[src/rtl/mem_stage.sv]
`default_nettype none
// ============================================================================
// mem_stage : RV32I memory-access pipeline stage (load/store bus FSM, branch
//             resolution, MEM/WB register).           Rev 1.0
// ============================================================================

module mem_stage #(
    parameter int XLEN    = 32,
    parameter int RD_W    = 5,
    parameter int WB_W    = 2,
    parameter int TIMEOUT = 15
) (
    input  logic              clk,
    input  logic              rst,
    input  logic              ex_valid,
    input  logic [2:0]        mem_ctrl,
    input  logic [2:0]        funct3,
    input  logic [WB_W-1:0]   wb_ctrl_in,
    input  logic [XLEN-1:0]   alu_result,
    input  logic [XLEN-1:0]   store_data,
    input  logic              zero_in,
    input  logic              lt_in,
    input  logic              ltu_in,
    input  logic [RD_W-1:0]   rd_in,
    output logic              mem_stall,
    output logic              branch_taken,
    output logic              dmem_req,
    output logic              dmem_we,
    output logic [XLEN-1:0]   dmem_addr,
    output logic [XLEN/8-1:0] dmem_be,
    output logic [XLEN-1:0]   dmem_wdata,
    input  logic              dmem_gnt,
    input  logic              dmem_rvalid,
    input  logic [XLEN-1:0]   dmem_rdata,
    output logic              wb_valid,
    output logic              wb_err,
    output logic [WB_W-1:0]   wb_ctrl,
    output logic [XLEN-1:0]   wb_alu,
    output logic [XLEN-1:0]   wb_rdata,
    output logic [RD_W-1:0]   wb_rd
);

    typedef enum logic [1:0] {
        IDLE = 2'd0,
        REQ  = 2'd1,
        RESP = 2'd2
    } state_t;

    localparam logic [7:0] C_CNT_LAST = 8'(TIMEOUT - 1);

    state_t            r_state;
    logic [7:0]        r_cnt;
    logic [2:0]        r_funct3;
    logic [XLEN-1:0]   r_addr;
    logic [WB_W-1:0]   r_wb_ctrl;
    logic [RD_W-1:0]   r_rd;

    logic              w_memwrite;
    logic              w_memread;
    logic              w_is_mem;
    logic              w_bad_f3;
    logic              w_misalign;
    logic              w_illegal;
    logic              w_accept;
    logic              w_cond;
    logic [XLEN/8-1:0] w_st_be;
    logic [XLEN-1:0]   w_st_wdata;
    logic [XLEN-1:0]   w_ld_shift;
    logic [XLEN-1:0]   w_ld_data;

    assign w_memwrite = mem_ctrl[2];
    assign w_memread  = mem_ctrl[1];
    assign w_is_mem   = w_memwrite | w_memread;
    assign w_bad_f3   = (funct3 == 3'b011) || (funct3 == 3'b110) || (funct3 == 3'b111);
    assign w_misalign = ((funct3[1:0] == 2'b01) && alu_result[0]) ||
                        ((funct3[1:0] == 2'b10) && (alu_result[1:0] != 2'b00));
    assign w_illegal  = w_is_mem && ((w_memwrite && w_memread) || w_bad_f3 || w_misalign);
    assign w_accept   = ex_valid && w_is_mem && !w_illegal;

    assign mem_stall    = (r_state != IDLE) || w_accept;
    assign branch_taken = ex_valid & mem_ctrl[0] & w_cond;

    always_comb begin
        w_cond = 1'b0;
        case (funct3)
            3'b000:  w_cond = zero_in;
            3'b001:  w_cond = !zero_in;
            3'b100:  w_cond = lt_in;
            3'b101:  w_cond = !lt_in;
            3'b110:  w_cond = ltu_in;
            3'b111:  w_cond = !ltu_in;
            default: w_cond = 1'b0;
        endcase
    end

    // Sub-word stores replicate the datum across lanes; the byte enables pick the lane.
    always_comb begin
        w_st_be    = 4'b1111;
        w_st_wdata = store_data;
        case (funct3[1:0])
            2'b00: begin
                w_st_be    = 4'b0001 << alu_result[1:0];
                w_st_wdata = {4{store_data[7:0]}};
            end
            2'b01: begin
                w_st_be    = 4'b0011 << {alu_result[1], 1'b0};
                w_st_wdata = {2{store_data[15:0]}};
            end
            default: ;
        endcase
    end

    assign w_ld_shift = dmem_rdata >> {r_addr[1:0], 3'b000};

    always_comb begin
        w_ld_data = w_ld_shift;
        case (r_funct3)
            3'b000:  w_ld_data = {{24{w_ld_shift[7]}}, w_ld_shift[7:0]};
            3'b001:  w_ld_data = {{16{w_ld_shift[15]}}, w_ld_shift[15:0]};
            3'b100:  w_ld_data = {24'b0, w_ld_shift[7:0]};
            3'b101:  w_ld_data = {16'b0, w_ld_shift[15:0]};
            default: ;
        endcase
    end

    always_ff @(posedge clk) begin
        if (rst) begin
            r_state    <= IDLE;
            r_cnt      <= 8'd0;
            r_funct3   <= 3'd0;
            r_addr     <= '0;
            r_wb_ctrl  <= '0;
            r_rd       <= '0;
            dmem_req   <= 1'b0;
            dmem_we    <= 1'b0;
            dmem_addr  <= '0;
            dmem_be    <= '0;
            dmem_wdata <= '0;
            wb_valid   <= 1'b0;
            wb_err     <= 1'b0;
            wb_ctrl    <= '0;
            wb_alu     <= '0;
            wb_rdata   <= '0;
            wb_rd      <= '0;
        end else begin
            wb_valid <= 1'b0;
            case (r_state)
                IDLE: begin
                    if (w_accept) begin
                        r_funct3   <= funct3;
                        r_addr     <= alu_result;
                        r_wb_ctrl  <= wb_ctrl_in;
                        r_rd       <= rd_in;
                        r_cnt      <= 8'd0;
                        dmem_req   <= 1'b1;
                        dmem_we    <= w_memwrite;
                        dmem_addr  <= {alu_result[XLEN-1:2], 2'b00};
                        dmem_be    <= w_memwrite ? w_st_be : 4'b1111;
                        dmem_wdata <= w_memwrite ? w_st_wdata : '0;
                        r_state    <= REQ;
                    end else if (ex_valid) begin
                        // Non-memory and illegal ops retire straight from the EX/MEM slot.
                        wb_valid <= 1'b1;
                        wb_err   <= w_illegal;
                        wb_ctrl  <= w_illegal ? '0 : wb_ctrl_in;
                        wb_alu   <= alu_result;
                        wb_rdata <= '0;
                        wb_rd    <= rd_in;
                    end
                end
                REQ: begin
                    if (dmem_gnt) begin
                        dmem_req <= 1'b0;
                        r_cnt    <= 8'd0;
                        if (dmem_we) begin
                            wb_valid <= 1'b1;
                            wb_err   <= 1'b0;
                            wb_ctrl  <= r_wb_ctrl;
                            wb_alu   <= r_addr;
                            wb_rdata <= '0;
                            wb_rd    <= r_rd;
                            r_state  <= IDLE;
                        end else begin
                            r_state  <= RESP;
                        end
                    end else if (r_cnt == C_CNT_LAST) begin
                        dmem_req <= 1'b0;
                        wb_valid <= 1'b1;
                        wb_err   <= 1'b1;
                        wb_ctrl  <= '0;
                        wb_alu   <= r_addr;
                        wb_rdata <= '0;
                        wb_rd    <= r_rd;
                        r_state  <= IDLE;
                    end else begin
                        r_cnt <= r_cnt + 8'd1;
                    end
                end
                RESP: begin
                    if (dmem_rvalid) begin
                        wb_valid <= 1'b1;
                        wb_err   <= 1'b0;
                        wb_ctrl  <= r_wb_ctrl;
                        wb_alu   <= r_addr;
                        wb_rdata <= w_ld_data;
                        wb_rd    <= r_rd;
                        r_state  <= IDLE;
                    end else if (r_cnt == C_CNT_LAST) begin
                        wb_valid <= 1'b1;
                        wb_err   <= 1'b1;
                        wb_ctrl  <= '0;
                        wb_alu   <= r_addr;
                        wb_rdata <= '0;
                        wb_rd    <= r_rd;
                        r_state  <= IDLE;
                    end else begin
                        r_cnt <= r_cnt + 8'd1;
                    end
                end
                default: r_state <= IDLE;
            endcase
        end
    end

endmodule

`default_nettype wire

[config.mk]
export PLATFORM = sky130hd
export DESIGN_NAME = mem_stage
export DESIGN_NICKNAME = d
export VERILOG_FILES = /design/src/rtl/mem_stage.sv
export SDC_FILE = /design/constraint.sdc
export NUM_CORES = 1
export LEC_CHECK = 0
export CAP_MARGIN = 0
export CORE_ASPECT_RATIO = 0.75
export CORE_MARGIN = 4
export CORE_UTILIZATION = 35
export CTS_CLUSTER_SIZE = 30
export DETAILED_ROUTE_END_ITERATION = 8
export PLACE_DENSITY = 0.62
export SYNTH_ARGS = -nofsm -noshare
export SYNTH_HDL_FRONTEND = slang
export SYNTH_SLANG_ARGS = --single-unit
[constraint.sdc]
create_clock -name clk -period 6.61 [get_ports clk]
set_input_delay 0.9915 -clock clk [delete_from_list [all_inputs] [get_ports clk]]
set_output_delay 0.9915 -clock clk [all_outputs]
set_load 0.02 [all_outputs]
# Word level (Yosys, flattened, before mapping)

Cells that the tools add are included.

Bits of input ports: 117
Bits in latches: 0
Bits in registers: 193
RAM bits: 0
Word-level logic and storage cells: 136
Memories kept: 0
Memory bits (read-only): 0

Equality and inequality tests: 20
Reduce and logical (&&, ||, !) cells: 28
Shifts and indexed selects: 3
Div/mod/pow operators: 0
Bitwise operators: 3
Multiply operators: 0
Mux-type cells: 64
Add/subtract/negate cells: 1
$lt $le $gt $ge: 0

Operators with widths:

| operator                                            | count |
|---|---|
| two-way mux 32 bit                                  | 13 |
| case mux 32 bit (3 select lines)                    | 2 |
| case mux 32 bit (4 select lines)                    | 1 |
| case mux 32 bit (2 select lines)                    | 1 |
| two-way mux 8 bit                                   | 4 |
| >> shifter 32 x 5 -> 32 bit                         | 1 |
| two-way mux 5 bit                                   | 6 |
| two-way mux 2 bit                                   | 12 |
| case mux 8 bit (3 select lines)                     | 1 |
| equality test 3 bit, second input constant          | 6 |
| two-way mux 1 bit                                   | 15 |
| case mux 5 bit (3 select lines)                     | 1 |
| case mux 2 bit (3 select lines)                     | 2 |
| adder 8 x 1 -> 8 bit, second input constant         | 1 |
| equality test 8 x 4 -> 1 bit, second input constant | 1 |
| != test 2 bit, second input constant                | 4 |
| case mux 4 bit (2 select lines)                     | 1 |
| equality test 3 x 1 -> 1 bit, second input constant | 2 |
| logical AND 1 bit                                   | 6 |
| zero test 3 bit                                     | 2 |
| logical OR 1 bit                                    | 6 |
| != test 3 bit, second input constant                | 2 |
| case mux 1 bit (3 select lines)                     | 2 |
| case mux 1 bit (6 select lines)                     | 1 |
| 16 further kinds                                    | 26 |

# Logic depth before layout (Yosys ltp)

Word-level depth: 10
Depth in mapped cells: 9

# Worst setup path before layout

Ideal clock, no wire load.

Path type: input -> output
Start: in funct3[0]
End: out branch_taken
Slack: 3419 ps
Stages on the path: 6
Arrival time: 2200 ps
Path buffers: 2
Data required time: 5618 ps
Cell sequence: buf_2 buf_1 xnor2_1 nor3_1 a21oi_1 nor2_1

Cells in the longest elaborated chain, start to end: 3

RTL lines:

| what                                        | RTL line | source |
|---|---|---|
| start: declaration                          | 17       | `input logic [2:0] funct3,` |
| equality test 3 bit (tied with other cells) | 85       | `case (funct3)` |
| case mux 1 bit (6 select lines) (*)         | 85       |  |
| bitwise AND 1 bit (*)                       | 81       | `assign branch_taken = ex_valid & mem_ctrl[0] & w_cond;` |
| end: declaration                            | 26       | `output logic branch_taken,` |

Every way passes the cells marked *; elsewhere a longest branch is shown, timed or not.

# Worst setup path in the final report

Start: in mem_ctrl[2]
End: out mem_stall

Cells in the longest elaborated chain, start to end: 7

RTL lines:

| what                           | RTL line | source |
|---|---|---|
| start: declaration             | 16       | `input logic [2:0] mem_ctrl,` |
| logical AND 1 bit              | 77       | `assign w_illegal = w_is_mem && ((w_memwrite && w_memread) \|\| w_bad_f3 \|\| w_misalign);` |
| logical OR 1 bit (2 in series) | 77       |  |
| logical AND 1 bit              | 77       |  |
| zero test 1 bit                | 78       | `assign w_accept = ex_valid && w_is_mem && !w_illegal;` |
| logical AND 1 bit (*)          | 78       |  |
| logical OR 1 bit (*)           | 80       | `assign mem_stall = (r_state != IDLE) \|\| w_accept;` |
| end: declaration               | 25       | `output logic mem_stall,` |

Marked as above.

==> flow_summary.yaml <==
outcome:
  status: "complete, no violations"
synth:
  syn_area_per_cell_um2: 8.92
  synth_most_common_cell: "dfxtp_1"
  ys_async_sr_fraction_pct: 0
  synth_compound_area_share_pct: 20.4
  synth_seq_cells: 163
  synth_mux_area_share_pct: 11.3
  synth_top_family_by_area: "compound AO/OA/AOI/OAI gates"
  synth_common_cells: "dfxtp_1, nand2_1, a21oi_1"
  synth-edff-count: 0
  synth-seq-area-share_pct: 43.1
  ys_top_cells_by_area: "dfxtp_1, mux2i_1, nand2_1, a21oi_1, o2bb2ai_1"
  yosys.area_share.adder_pct: 1.12
  synth_flop_cell: "dfxtp_1"
  yosys_warnings: 0
  yosys.area_share.simple_pct: 16.4
  netlist.area_leader.share_pct: 43.1
  yosysUniqueCellTypes: 65
  synthesis.instances: 849
  synth_xor_area_share_pct: 0.347
  synth_top_cell_by_area: "dfxtp_1"
  synth.cell_area_um2: 7580
cts:
  clk_path_buf_depth: 2
  clock_latency_ns: 0.42
  cts_root_buffer: "clkbuf_16"
  cts_setup_buffers: 0
  cts_hold_buf: 0
  cts-buffers-inserted: 17
  cts_sinks: 163
  tritoncts: "built"
  cts_repair_resize_count: 0
  htreeDepth: 4
  clk_pin_slew_ns: 0.07
setup_path:
  critPathKind: "primary input to primary output"
  worstPathMaxFanout: 36
  worstPathArrival_ns: 3.30
  critPathCapture: "mem_stall"
  startpoint_type: "primary input"
  cp-startpoint: "mem_ctrl[2]"
  path_delay_family: "buffers and inverters"
  crit_path_cell_trace: "clkdlybuf4s50_1 -> buf_4 -> xor2_1 -> o211ai_1 -> nand2_1 -> clkdlybuf4s50_1"
  cp_data_required_time_ns: 5.62
  ff2ff_setup_slack_ns: 3.40
  regToRegEndpoint: "wb_rdata[23]"
  crit_top_cell: "clkdlybuf4s50_1"
  worst_setup_path_end_kind: "primary output"
  critPathSlowestCell: "clkdlybuf4s50_1"
  path_buf_inv: 3
  max_stage_delay_ns: 0.64
  rr_startpoint: "r_state[1]"
  critical_path_depth: 6
  ff2ff_path_depth: 7
place:
  pre_cts_ws_ns: 2.31
  placed_area_um2: 10100
  place.port_buffers: 259
  gp_congestion: 0.800
  hpwl_mm: 16.8
floorplan:
  io_pins: 262
  initial_core_util_pct: 35.7
  die_area_um2: 24100
  core-area_um2: 21200
  rows: 46
  dieHeight_um: 135
  fp.dieW_um: 178
route:
  drt-total-wl_mm: 24.1
  antenna_left: 0
  drcViolationCount: 0
  route.detailed.wl_per_inst_um: 17.9
  vias: 6781
  drtPass1Iterations: 4
  avgViaCountPerCell: 5.05
  drtIter0Drc: 580
pwr:
  p_leak_uw: 0.00376
  ir_drop_mv: 0.132
  p_per_area_nw_per_um2: 241
cells_and_area:
  num_antenna_cells: 0
  synthToLayoutAreaGrowth_pct: 42.3
  fin_area_um2: 10800
  drive_gt1_share_pct: 7.58
  multi_input_comb_area_um2: 3790
  layout.nets: 1165
  n_fill_cell: 2007
  seq_area_um2: 3260
  fin_util_pct: 50.8
sta:
  slew_headroom_pct: 28.7
  slew_violations: 0
  worstMarginPinSlew_ns: 1.06
  period_share_pct: 64.9
  rsz0062_at_grt: "false"
  fin_setup_tns_ns: 0
  max_freq_mhz: 233
  fin_skew_ns: 0.0122
  finalHoldViolCount: 0
  setup_viol: 0
  period_needed_ns: 4.29
  fin_ws_ns: 2.32
global_routing:
  overflow: 0
  grt_pass1_vias: 6583
  grt_pass1_wl_mm: 37.1
  grt_usage_pct: 19.4
  grt_start_max_net_pins: 85
  antenna_found_initial: 1
job:
  drv_cap: 0
hold_path:
  hp-class: "flip-flop to flip-flop"
==> cells by family (layout without fill, tap and decap cells) <==
kind of cell,Yosys count,count (layout)
and+or+nand+nor,266,266
muxes,83,83
adders and majority gates,7,7
xor gates and xnor gates,3,3
buffers and inverters,106,311
DFF,163,163
other,1,2
AOI/OAI and AO/OA,220,220
==> state kept, by name, indices dropped and copies added (netlist names), 2 cells and up <==
register    count
dmem_wdata     32
r_addr         32
wb_alu         32
wb_rdata       32
r_cnt           8
r_rd            5
wb_rd           5
dmem_be         4
r_funct3        3
r_state         2
r_wb_ctrl       2
wb_ctrl         2
==> tightest hold or removal path: cells and delay by family, from the launching register on <==
family	cells	cell delay (ns)
DFF	1	0.31
and+or+nand+nor	1	0.05
AOI/OAI and AO/OA	1	0.05
==> cell usage in the layout (no fill, tap or decap), types with 3 or more instances in the layout <==
cell             count
clkdlybuf4s50_1    258
dfxtp_1            163
nand2_1            151
a21oi_1             85
mux2i_1             64
o2bb2ai_1           46
nand3_1             33
nor2_1              25
a211o_1             23
o21ai_0             20
mux2_2              19
clkbuf_16           17
nor2b_1             14
buf_4               13
inv_1                8
nor3b_1              7
a32o_1               7
nor3_1               5
nand2b_1             5
a21boi_0             5
or3_1                5
ha_1                 5
inv_6                5
bufinv_16            5
a311oi_1             4
a31oi_1              3
o31ai_1              3
o32ai_1              3
inv_8                3
==> routing by layer <==
| layer | share of wire, % | GRT usage [%] | vias to the layer above | routed length [um] |
|---|---|---|---|---|
| met1 | 48 | 27.9 | 3178 | 11600 |
| met3 | 8.4 | 6.81 | 18 | 2020 |
| met5 | 0.083 | 0 | - | 20 |
| met2 | 43 | 28.4 | 195 | 10200 |
| li1 | - | - | 3388 | - |
| met4 | 0.86 | 3.48 | 2 | 208 |
==> worst min path at each step <==
stage | cells past startpoint | to | slack [ns] | start
3_3_place_gp | 2 | dmem_wdata[19] | 0.44 | dmem_wdata[19]
2_1_floorplan | 2 | r_wb_ctrl[0] | 0.43 | r_wb_ctrl[0]
5_1_grt | 2 | dmem_wdata[3] | 0.47 | dmem_wdata[3]
6_report | 2 | dmem_wdata[19] | 0.45 | dmem_wdata[19]
3_5_place_dp | 2 | dmem_wdata[19] | 0.44 | dmem_wdata[19]
4_1_cts | 2 | dmem_wdata[31] | 0.45 | dmem_wdata[31]
==> area by class of cell <==
class | instances | share of cell area [%]
clock inverter | 15 | 2.23
tap | 288 | 3.34
sequential | 163 | 30.3
inverter | 8 | 0.278
timing repair buffer | 271 | 24.8
clock buffer | 17 | 3.94
multi-input combinational | 581 | 35.1
==> per-stage QoR <==
step                std cells  hold WS, ns  total power (uW)
global placement         1311        0.439              1490
finish                   1343        0.451              2600
floorplan                 850        0.432              1290
detailed placement       1311        0.445              1490
CTS                      1343        0.454              2630
global route             1343        0.473              2710
==> report_power, final <==
| part | total, uW | switching [uW] | leakage, uW | internal, uW |
|---|---|---|---|---|
| Clock | 1130 | 448 | 0.000325 | 685 |
| Combinational | 420 | 221 | 0.00211 | 199 |
| Sequential | 1050 | 27.2 | 0.00132 | 1020 |
| Total | 2600 | 696 | 0.00376 | 1910 |
(Power assumes the default switching activity.)
